[config.mk]
export PLATFORM = sky130hd
export DESIGN_NAME = bamse_irq_ctrl
export DESIGN_NICKNAME = d
export VERILOG_FILES = /design/src/rtl/bamse_irq_ctrl.sv
export SDC_FILE = /design/constraint.sdc
export NUM_CORES = 1
export LEC_CHECK = 0
export ABC_AREA = 1
export CAP_MARGIN = 5
export CORE_UTILIZATION = 53
export CTS_CLUSTER_DIAMETER = 80
export DETAILED_ROUTE_END_ITERATION = 6
export GPL_ROUTABILITY_DRIVEN = 0
export GPL_TIMING_DRIVEN = 0
export PLACE_DENSITY_LB_ADDON = 0.3
export SYNTH_ARGS = -nofsm -noshare
export SYNTH_HDL_FRONTEND = slang
export SYNTH_SLANG_ARGS = --single-unit
[constraint.sdc]
create_clock -name clk -period 1.42 [get_ports clk]
set_clock_uncertainty 0.1 [all_clocks]
set_input_delay 0.213 -clock clk [delete_from_list [all_inputs] [get_ports clk]]
set_output_delay 0.213 -clock clk [all_outputs]
set_load 0.01 [all_outputs]
[src/rtl/bamse_irq_ctrl.sv]
// 8-source prioritised interrupt controller on a PacoBlaze port window (PENDING/MASK/VECTOR/EDGE_SEL).
// Define BAMSE_IRQ_SYNC_EN to put a 2-flop synchronizer ahead of the s1 sample stage.
module bamse_irq_ctrl #(
  parameter logic [7:0] BASE_ADDR = 8'hE0
) (
  input  logic       clk,
  input  logic       rst,
  input  logic [7:0] irq_src,
  input  logic [7:0] port_id,
  input  logic       write_strobe,
  input  logic       read_strobe,
  input  logic [7:0] out_port,
  output logic [7:0] in_port,
  output logic       interrupt,
  input  logic       interrupt_ack
);

  typedef enum logic [1:0] {
    S_IDLE    = 2'd0,
    S_ASSERT  = 2'd1,
    S_SERVICE = 2'd2
  } state_t;

  state_t     state_q, state_d;
  logic [7:0] s1_q, s2_q;
  logic [7:0] s1_in;
  logic [7:0] pend_q, pend_d;
  logic [7:0] mask_q, mask_d;
  logic [7:0] esel_q, esel_d;
  logic [2:0] vid_q, vid_d;
  logic       vvld_q, vvld_d;

  logic       hit;
  logic       wr_pend, wr_mask, wr_vec, wr_esel;
  logic [7:0] edge_det, w1c, ack_clr, active;
  logic [2:0] pick;
  logic       unused_rd;

  // Reads are purely combinational, so the strobe carries no information here.
  assign unused_rd = read_strobe;

`ifdef BAMSE_IRQ_SYNC_EN
  logic [7:0] sy0_q, sy1_q;

  always_ff @(posedge clk or negedge rst) begin
    if (!rst) begin
      sy0_q <= '0;
      sy1_q <= '0;
    end else begin
      sy0_q <= irq_src;
      sy1_q <= sy0_q;
    end
  end

  assign s1_in = sy1_q;
`else
  assign s1_in = irq_src;
`endif

  assign hit     = (port_id[7:2] == BASE_ADDR[7:2]);
  assign wr_pend = write_strobe && hit && (port_id[1:0] == 2'd0);
  assign wr_mask = write_strobe && hit && (port_id[1:0] == 2'd1);
  assign wr_vec  = write_strobe && hit && (port_id[1:0] == 2'd2);
  assign wr_esel = write_strobe && hit && (port_id[1:0] == 2'd3);

  assign edge_det = s1_q & ~s2_q;
  assign w1c      = wr_pend ? out_port : 8'h00;
  assign active   = pend_q & mask_q;
  assign mask_d   = wr_mask ? out_port : mask_q;
  assign esel_d   = wr_esel ? out_port : esel_q;

  // Edge bits: a new edge beats any clear in the same cycle. Level bits track s1.
  assign pend_d = (esel_q & (edge_det | (pend_q & ~w1c & ~ack_clr)))
                | (~esel_q & s1_q);

  always_comb begin
    pick = 3'd0;
    for (int i = 7; i >= 0; i--) begin
      if (active[i]) pick = i[2:0];
    end
  end

  always_comb begin
    state_d = state_q;
    vid_d   = vid_q;
    vvld_d  = vvld_q;
    ack_clr = 8'h00;
    case (state_q)
      S_IDLE: begin
        if (|active) begin
          state_d = S_ASSERT;
          vid_d   = pick;
          vvld_d  = 1'b1;
        end
      end
      S_ASSERT: begin
        if (interrupt_ack) begin
          state_d        = S_SERVICE;
          ack_clr[vid_q] = esel_q[vid_q];
        end
      end
      S_SERVICE: begin
        if (wr_vec) begin
          state_d = S_IDLE;
          vvld_d  = 1'b0;
        end
      end
      default: state_d = S_IDLE;
    endcase
  end

  assign interrupt = (state_q == S_ASSERT);

  always_comb begin
    in_port = 8'h00;
    if (hit) begin
      case (port_id[1:0])
        2'd0:    in_port = pend_q;
        2'd1:    in_port = mask_q;
        2'd2:    in_port = {vvld_q, 4'b0000, vid_q};
        default: in_port = esel_q;
      endcase
    end
  end

  always_ff @(posedge clk or negedge rst) begin
    if (!rst) begin
      state_q <= S_IDLE;
      s1_q    <= '0;
      s2_q    <= '0;
      pend_q  <= '0;
      mask_q  <= 8'h00;
      esel_q  <= 8'hFF;
      vid_q   <= 3'd0;
      vvld_q  <= 1'b0;
    end else begin
      state_q <= state_d;
      s1_q    <= s1_in;
      s2_q    <= s1_q;
      pend_q  <= pend_d;
      mask_q  <= mask_d;
      esel_q  <= esel_d;
      vid_q   <= vid_d;
      vvld_q  <= vvld_d;
    end
  end

endmodule

# Word-level counts from Yosys, hierarchy flattened
# Cells that the tools add are included.
# Widths: inputs -> output; s select.
# classes
n_reduce_logical	13
n_eq_ne	9
bitwise	13
mux	24
magnitude_cmp	2
# op_table
op	count
$and 8x8->8	7
$mux 8	4
$not 8->8	4
$mux 3	8
$pmux 8 s3	1
$or 8x8->8	2
$reduce_or 8->1	1
$eq 2x2->1 const B	3
$eq 6x6->1 const B	1
$logic_and 1x1->1	6
$mux 2	3
$pmux 2 s3	1
$reduce_and 3->1	2
$eq 2x1->1 const B	2
$logic_not 2->1	2
$lt 3x4->1 const B	1
$mux 1	4
$ne 2x2->1 const B	2
$bmux 1 s3	1
$demux 1 s3	1
$ge 3x1->1 const B	1
$ne 2x1->1 const B	1
$pmux 1 s2	1
$reduce_and 2->1	1
$reduce_bool 2->1	1
# totals
wordCells	69
output_inout_bits	9
regBits	46

# Depth between registers and ports, before layout
# depth
depth_word	12
ltp_mapped	9

# Worst setup path before layout
# No wires, ideal clock.
# synth_path
path_type	flip-flop to output port
from	reg esel_q[4]
to	out in_port[4]
t_required_ps	1107
path_stages_with_launch	3
slack_ps	72
arrival_time_ps	1035
path_cell_list	dfstp_2 -> nor2_1 -> nor4_1
# synth_between
elab_chain_cells	2
# synth_lines
item	line_no	source
start, declared	29	logic [7:0] esel_q, esel_d;
start signal, assigned	142	esel_q <= esel_d;
$pmux 8 s3	117	case (port_id[1:0])
$mux 8	116	if (hit) begin
end, declared	13	output logic [7:0] in_port,
# No other way between the ends.

# Worst setup path in the final report
# layout_path
from	in port_id[1]
to	out in_port[0]
# layout_between
elab_chain_cells	3
# layout_lines
item	line_no	source
start, declared	9	input logic [7:0] port_id,
$eq 2x2->1, or another cell as far along	117	
$pmux 8 s3 *	117	
$mux 8 *	116	
# Every way passes the cells marked *; elsewhere a longest branch is shown, timed or not.

==> impl_results.html <==
<table>
<tr><th>Metric</th><th>Value</th></tr>
<tr><th colspan="2">Placed design</th></tr>
<tr><td>Total of buffers placed on input and output ports</td><td>36</td></tr>
<tr><td>Half-perimeter wire length after placement</td><td>between 3000 and 4000 µm</td></tr>
<tr><td>Post-Place Cell Area</td><td>about 0.0027 mm²</td></tr>
<tr><th colspan="2">Pwr</th></tr>
<tr><td>Pwr Density</td><td>976 mW/mm²</td></tr>
<tr><td>Overall power after layout</td><td>0.00322 W</td></tr>
<tr><td>Static Leak</td><td>1.53 nW</td></tr>
<tr><td>VDD IR-drop max</td><td>0.000532 V</td></tr>
<tr><th colspan="2">Clocking</th></tr>
<tr><td>Clock network latency to the later pin of the worst-skew pair</td><td>0.30 ns</td></tr>
<tr><td>Clock transition at the registers of the reported paths</td><td>roughly 0.09 ns</td></tr>
<tr><td>Root Driver</td><td>sky130_fd_sc_hd__clkbuf_8</td></tr>
<tr><td>TritonCTS clock tree</td><td>yes</td></tr>
<tr><td>Sink count of the clock tree</td><td>46</td></tr>
<tr><td>CTS H-tree lvls</td><td>2</td></tr>
<tr><td>Cts bufs inserted</td><td>5</td></tr>
<tr><td>Maximum root-to-sink buffer count</td><td>2</td></tr>
<tr><th colspan="2">Routing</th></tr>
<tr><td>Per-cell via count in the routed design</td><td>5.72</td></tr>
<tr><td>Routed via count</td><td>2324</td></tr>
<tr><td>DRT Wirelength</td><td>6840 µm</td></tr>
<tr><td>Length of the first detailed-routing pass in iterations</td><td>7</td></tr>
<tr><td>Remaining antenna violation count</td><td>0</td></tr>
<tr><td>WL/cell</td><td>16.9 µm</td></tr>
<tr><td>Detailed Route Iter0 Violations</td><td>246</td></tr>
<tr><td>DR DRC count</td><td>1</td></tr>
<tr><th colspan="2">Worst setup path</th></tr>
<tr><td>CP arrival</td><td>1.37 ns</td></tr>
<tr><td>Type of destination of the critical path</td><td>output port</td></tr>
<tr><td>Required time at the endpoint of the critical path</td><td>1.11 ns</td></tr>
<tr><td>Slowest stage delay, CP</td><td>0.19 ns</td></tr>
<tr><td>Worst Setup Start Kind</td><td>input pin</td></tr>
<tr><td>Maximum fanout along the worst path</td><td>8</td></tr>
<tr><td>Critical-path cell list</td><td>buf_2 &gt; inv_2 &gt; nand2_2 &gt; inv_2 &gt; buf_4 &gt; buf_4 &gt; nand2_1 &gt; a31oi_2 &gt; buf_2</td></tr>
<tr><td>Library cell contributing the largest single delay on the critical path</td><td>sky130_fd_sc_hd__buf_2</td></tr>
<tr><td>Classification of the worst setup path</td><td>input pin to output port</td></tr>
<tr><th colspan="2">Cells and area</th></tr>
<tr><td>Final standard cell utilization of the core</td><td>81.2%</td></tr>
<tr><td>Post-route standard cell area excluding fillers</td><td>0.00329 mm²</td></tr>
<tr><td>Proportion of layout cells with a drive suffix above 1</td><td>between 40 and 50%</td></tr>
<tr><td>Number of diodes</td><td>0</td></tr>
<tr><td>Relative area change from synthesis to final layout</td><td>45.2%</td></tr>
<tr><td>Final layout net count</td><td>384</td></tr>
<tr><th colspan="2">Timing</th></tr>
<tr><td>Tmin final</td><td>1.69 ns</td></tr>
<tr><td>Relative max-transition margin</td><td>67.2%</td></tr>
<tr><td>Final period util</td><td>119%</td></tr>
<tr><td>Worst hold slack after final layout</td><td>0.244 ns</td></tr>
<tr><td>Final Hold Viols</td><td>0</td></tr>
<tr><td>Setup repair after global routing missed its margin</td><td>yes</td></tr>
<tr><td>Worst Slack Setup Final</td><td>-0.268 ns</td></tr>
<tr><td>Maximum clock frequency</td><td>between 500 and 600 MHz</td></tr>
<tr><td>Final setup violation count</td><td>14</td></tr>
<tr><td>Max-slew violation count</td><td>0</td></tr>
<tr><td>Worst Tran Pin Value</td><td>0.492 ns</td></tr>
<tr><th colspan="2">Logic synthesis</th></tr>
<tr><td>Yosys top cell by area</td><td>sky130_fd_sc_hd__dfrtp_1</td></tr>
<tr><td>Post-Syn Instances</td><td>269</td></tr>
<tr><td>Commonest cells in the synthesized netlist</td><td>sky130_fd_sc_hd__nand2_1 (97), sky130_fd_sc_hd__dfrtp_1 (38), sky130_fd_sc_hd__nor2_1 (21), sky130_fd_sc_hd__inv_1 (20), sky130_fd_sc_hd__o21ai_2 (16)</td></tr>
<tr><td>Post-synthesis async set-or-reset flop share</td><td>100%</td></tr>
<tr><td>Average footprint of a synthesized cell</td><td>8.43 µm²</td></tr>
<tr><td>Most used flip-flop cell after synthesis</td><td>sky130_fd_sc_hd__dfrtp_1</td></tr>
<tr><td>Post-synth top area share</td><td>41.9%</td></tr>
<tr><td>Most frequently used cell type in the post-synthesis netlist</td><td>sky130_fd_sc_hd__nand2_1</td></tr>
<tr><td>Syn Std Cell Area</td><td>0.00227 mm²</td></tr>
<tr><td>Post-synth net total</td><td>298</td></tr>
<tr><td>Post-synthesis register bit count</td><td>46</td></tr>
<tr><td>Sequential fraction of the synthesis area</td><td>between 50% and 60%</td></tr>
<tr><td>Area contributors post-synth</td><td>sky130_fd_sc_hd__dfrtp_1 (42%), sky130_fd_sc_hd__nand2_1 (16%), sky130_fd_sc_hd__dfstp_2 (9.3%)</td></tr>
<tr><td>Distinct cell type count of the synthesized netlist</td><td>26</td></tr>
<tr><td>EDFF count, synth</td><td>0</td></tr>
<tr><td>Warnings from Yosys</td><td>0</td></tr>
<tr><th colspan="2">GRT</th></tr>
<tr><td>Global Route Usage Sum</td><td>between 20% and 30%</td></tr>
<tr><td>First-pass GRT wire length</td><td>9420 µm</td></tr>
<tr><td>GRT Residual Overflow</td><td>0</td></tr>
<tr><td>Maximum number of pins on one net before global-route repair</td><td>28</td></tr>
<tr><td>Initial antenna violation count</td><td>0</td></tr>
<tr><td>Vias in the first global route</td><td>around 2100</td></tr>
<tr><th colspan="2">Floorplan</th></tr>
<tr><td>Vertical extent of the die</td><td>67.4 µm</td></tr>
<tr><td>Die Wd</td><td>67.4 µm</td></tr>
<tr><td>Floorplan Core Area</td><td>slightly above 0.004 mm²</td></tr>
<tr><td>Initial core utilization</td><td>between 50% and 60%</td></tr>
<tr><td>Placement Rows</td><td>23</td></tr>
<tr><td>Die footprint</td><td>0.00455 mm²</td></tr>
<tr><td>IO Count</td><td>38</td></tr>
<tr><th colspan="2">Run status</th></tr>
<tr><td>Failing checks</td><td>DRC, setup timing</td></tr>
<tr><td>Outcome</td><td>complete, but fails checks</td></tr>
<tr><th colspan="2">Flow run</th></tr>
<tr><td>Number of max-capacitance violations reported</td><td>0</td></tr>
<tr><th colspan="2">Min path</th></tr>
<tr><td>Min-delay worst type</td><td>input pin to flop</td></tr>
</table>
-- stage by stage --
step                      setup WS [ns]  std cells  setup TNS, ns
after global placement            -1.20        355         -69.95
after global routing             -0.282        406          -2.62
final                            -0.268        406          -1.73
after floorplan                  0.0725        269              0
after CTS                        -0.225        394          -1.31
after detailed placement          -1.12        356         -18.83
-- critical path, delay by kind of cell --
| kind | cells | cell delay (ns) |
|---|---|---|
| AND/OR/NAND/NOR | 2 | 0.15 |
| buffers and inverters | 6 | 0.81 |
| AO/OA/AOI/OAI | 1 | 0.19 |
-- report_power, final --
| part | internal [W] | switching (W) |
|---|---|---|
| Clock | 0.000393 | 0.000428 |
| Combinational | 0.000356 | 0.000480 |
| Sequential | 0.00144 | 0.000120 |
| Total | 0.00219 | 0.00103 |
-- path summary, 6_finish.rpt --
check,end,start,depth (start not counted),slack [ns]
max,in_port[0],port_id[1],9,-0.27
min,s1_q[4],irq_src[4],1,0.24
max reg2reg,pend_q[6],vid_q[0],6,-0.12
min reg2reg,s2_q[0],s1_q[0],0,0.28
max in group asynchronous,esel_q[2],rst,3,0.33
min in group asynchronous,pend_q[7],rst,2,0.30
-- logic make-up after synthesis --
| kind of cell | share of synthesized area (%) |
|---|---|
| simple gates | 31.1 |
| buf+inv | 5.24 |
| compound gates | 12.5 |
| flops | 51.2 |
-- registers in the layout, indices dropped and copies added (netlist names) --
| register | flops |
|---|---|
| vid_q | 3 |
| s2_q | 8 |
| pend_q | 8 |
| s1_q | 8 |
| state_q | 2 |
| esel_q | 8 |
| mask_q | 8 |
| vvld_q | 1 |
-- area by class of cell --
class / count / area [µm²]
Sequential cell: 46 / 1160
Clock inverter: 1 / 5.00
Clock buffer: 7 / 86.3
Timing Repair Buffer: 79 / 668
Tap cell: 50 / 62.6
Multi-Input combinational cell: 196 / 1160
Buffer: 4 / 48.8
Inverter: 23 / 95.1
Fill cell: 242 / 763
-- cell usage in the layout (no fill, tap or decap), types with 2 or more instances in the layout --
| cell type | netlist | final |
|---|---|---|
| sky130_fd_sc_hd__buf_12 | 0 | 3 |
| sky130_fd_sc_hd__dfrtp_2 | 0 | 2 |
| sky130_fd_sc_hd__nor2_4 | 1 | 8 |
| sky130_fd_sc_hd__inv_2 | 3 | 5 |
| sky130_fd_sc_hd__inv_1 | 20 | 16 |
| sky130_fd_sc_hd__clkdlybuf4s50_1 | 0 | 18 |
| sky130_fd_sc_hd__buf_6 | 2 | 8 |
| sky130_fd_sc_hd__o211ai_1 | 2 | 2 |
| sky130_fd_sc_hd__nand3_1 | 11 | 10 |
| sky130_fd_sc_hd__clkbuf_8 | 0 | 6 |
| sky130_fd_sc_hd__dfstp_2 | 8 | 8 |
| sky130_fd_sc_hd__buf_4 | 0 | 34 |
| sky130_fd_sc_hd__nand2_4 | 3 | 2 |
| sky130_fd_sc_hd__o21ai_2 | 16 | 22 |
| sky130_fd_sc_hd__nand3b_1 | 9 | 9 |
| sky130_fd_sc_hd__a21oi_1 | 4 | 3 |
| sky130_fd_sc_hd__nand2_2 | 6 | 17 |
| sky130_fd_sc_hd__dfrtp_1 | 38 | 36 |
| sky130_fd_sc_hd__clkbuf_2 | 0 | 3 |
| sky130_fd_sc_hd__o21ai_1 | 0 | 3 |
| sky130_fd_sc_hd__buf_2 | 2 | 11 |
| sky130_fd_sc_hd__dlygate4sd2_1 | 0 | 3 |
| sky130_fd_sc_hd__a31oi_1 | 4 | 3 |
| sky130_fd_sc_hd__o21ai_0 | 12 | 3 |
| sky130_fd_sc_hd__nor2_2 | 2 | 4 |
| sky130_fd_sc_hd__nand2_1 | 97 | 86 |
| sky130_fd_sc_hd__nor2_1 | 21 | 12 |
-- layer usage --
layer  GRT usage, %  part of all wire (%)  vias up  wire [µm]
li1               -                     -     1039          -
met1           34.0                    37     1088       2560
met2           50.6                    51      165       3470
met3           7.09                   8.2       32        561
met4           11.2                   3.8        0        257
met5              0                     0        -          0
-- timing repair --
item,in CTS,in global routing
gates resized for setup,73,55
pin swaps,14,34
endpoints found under the setup margin,35,38
hold endpoints to repair,16,0
setup buffers,29,13
cloned,0,0
hold buffers,1,0
Note: power is estimated with default switching activity, not from simulation.
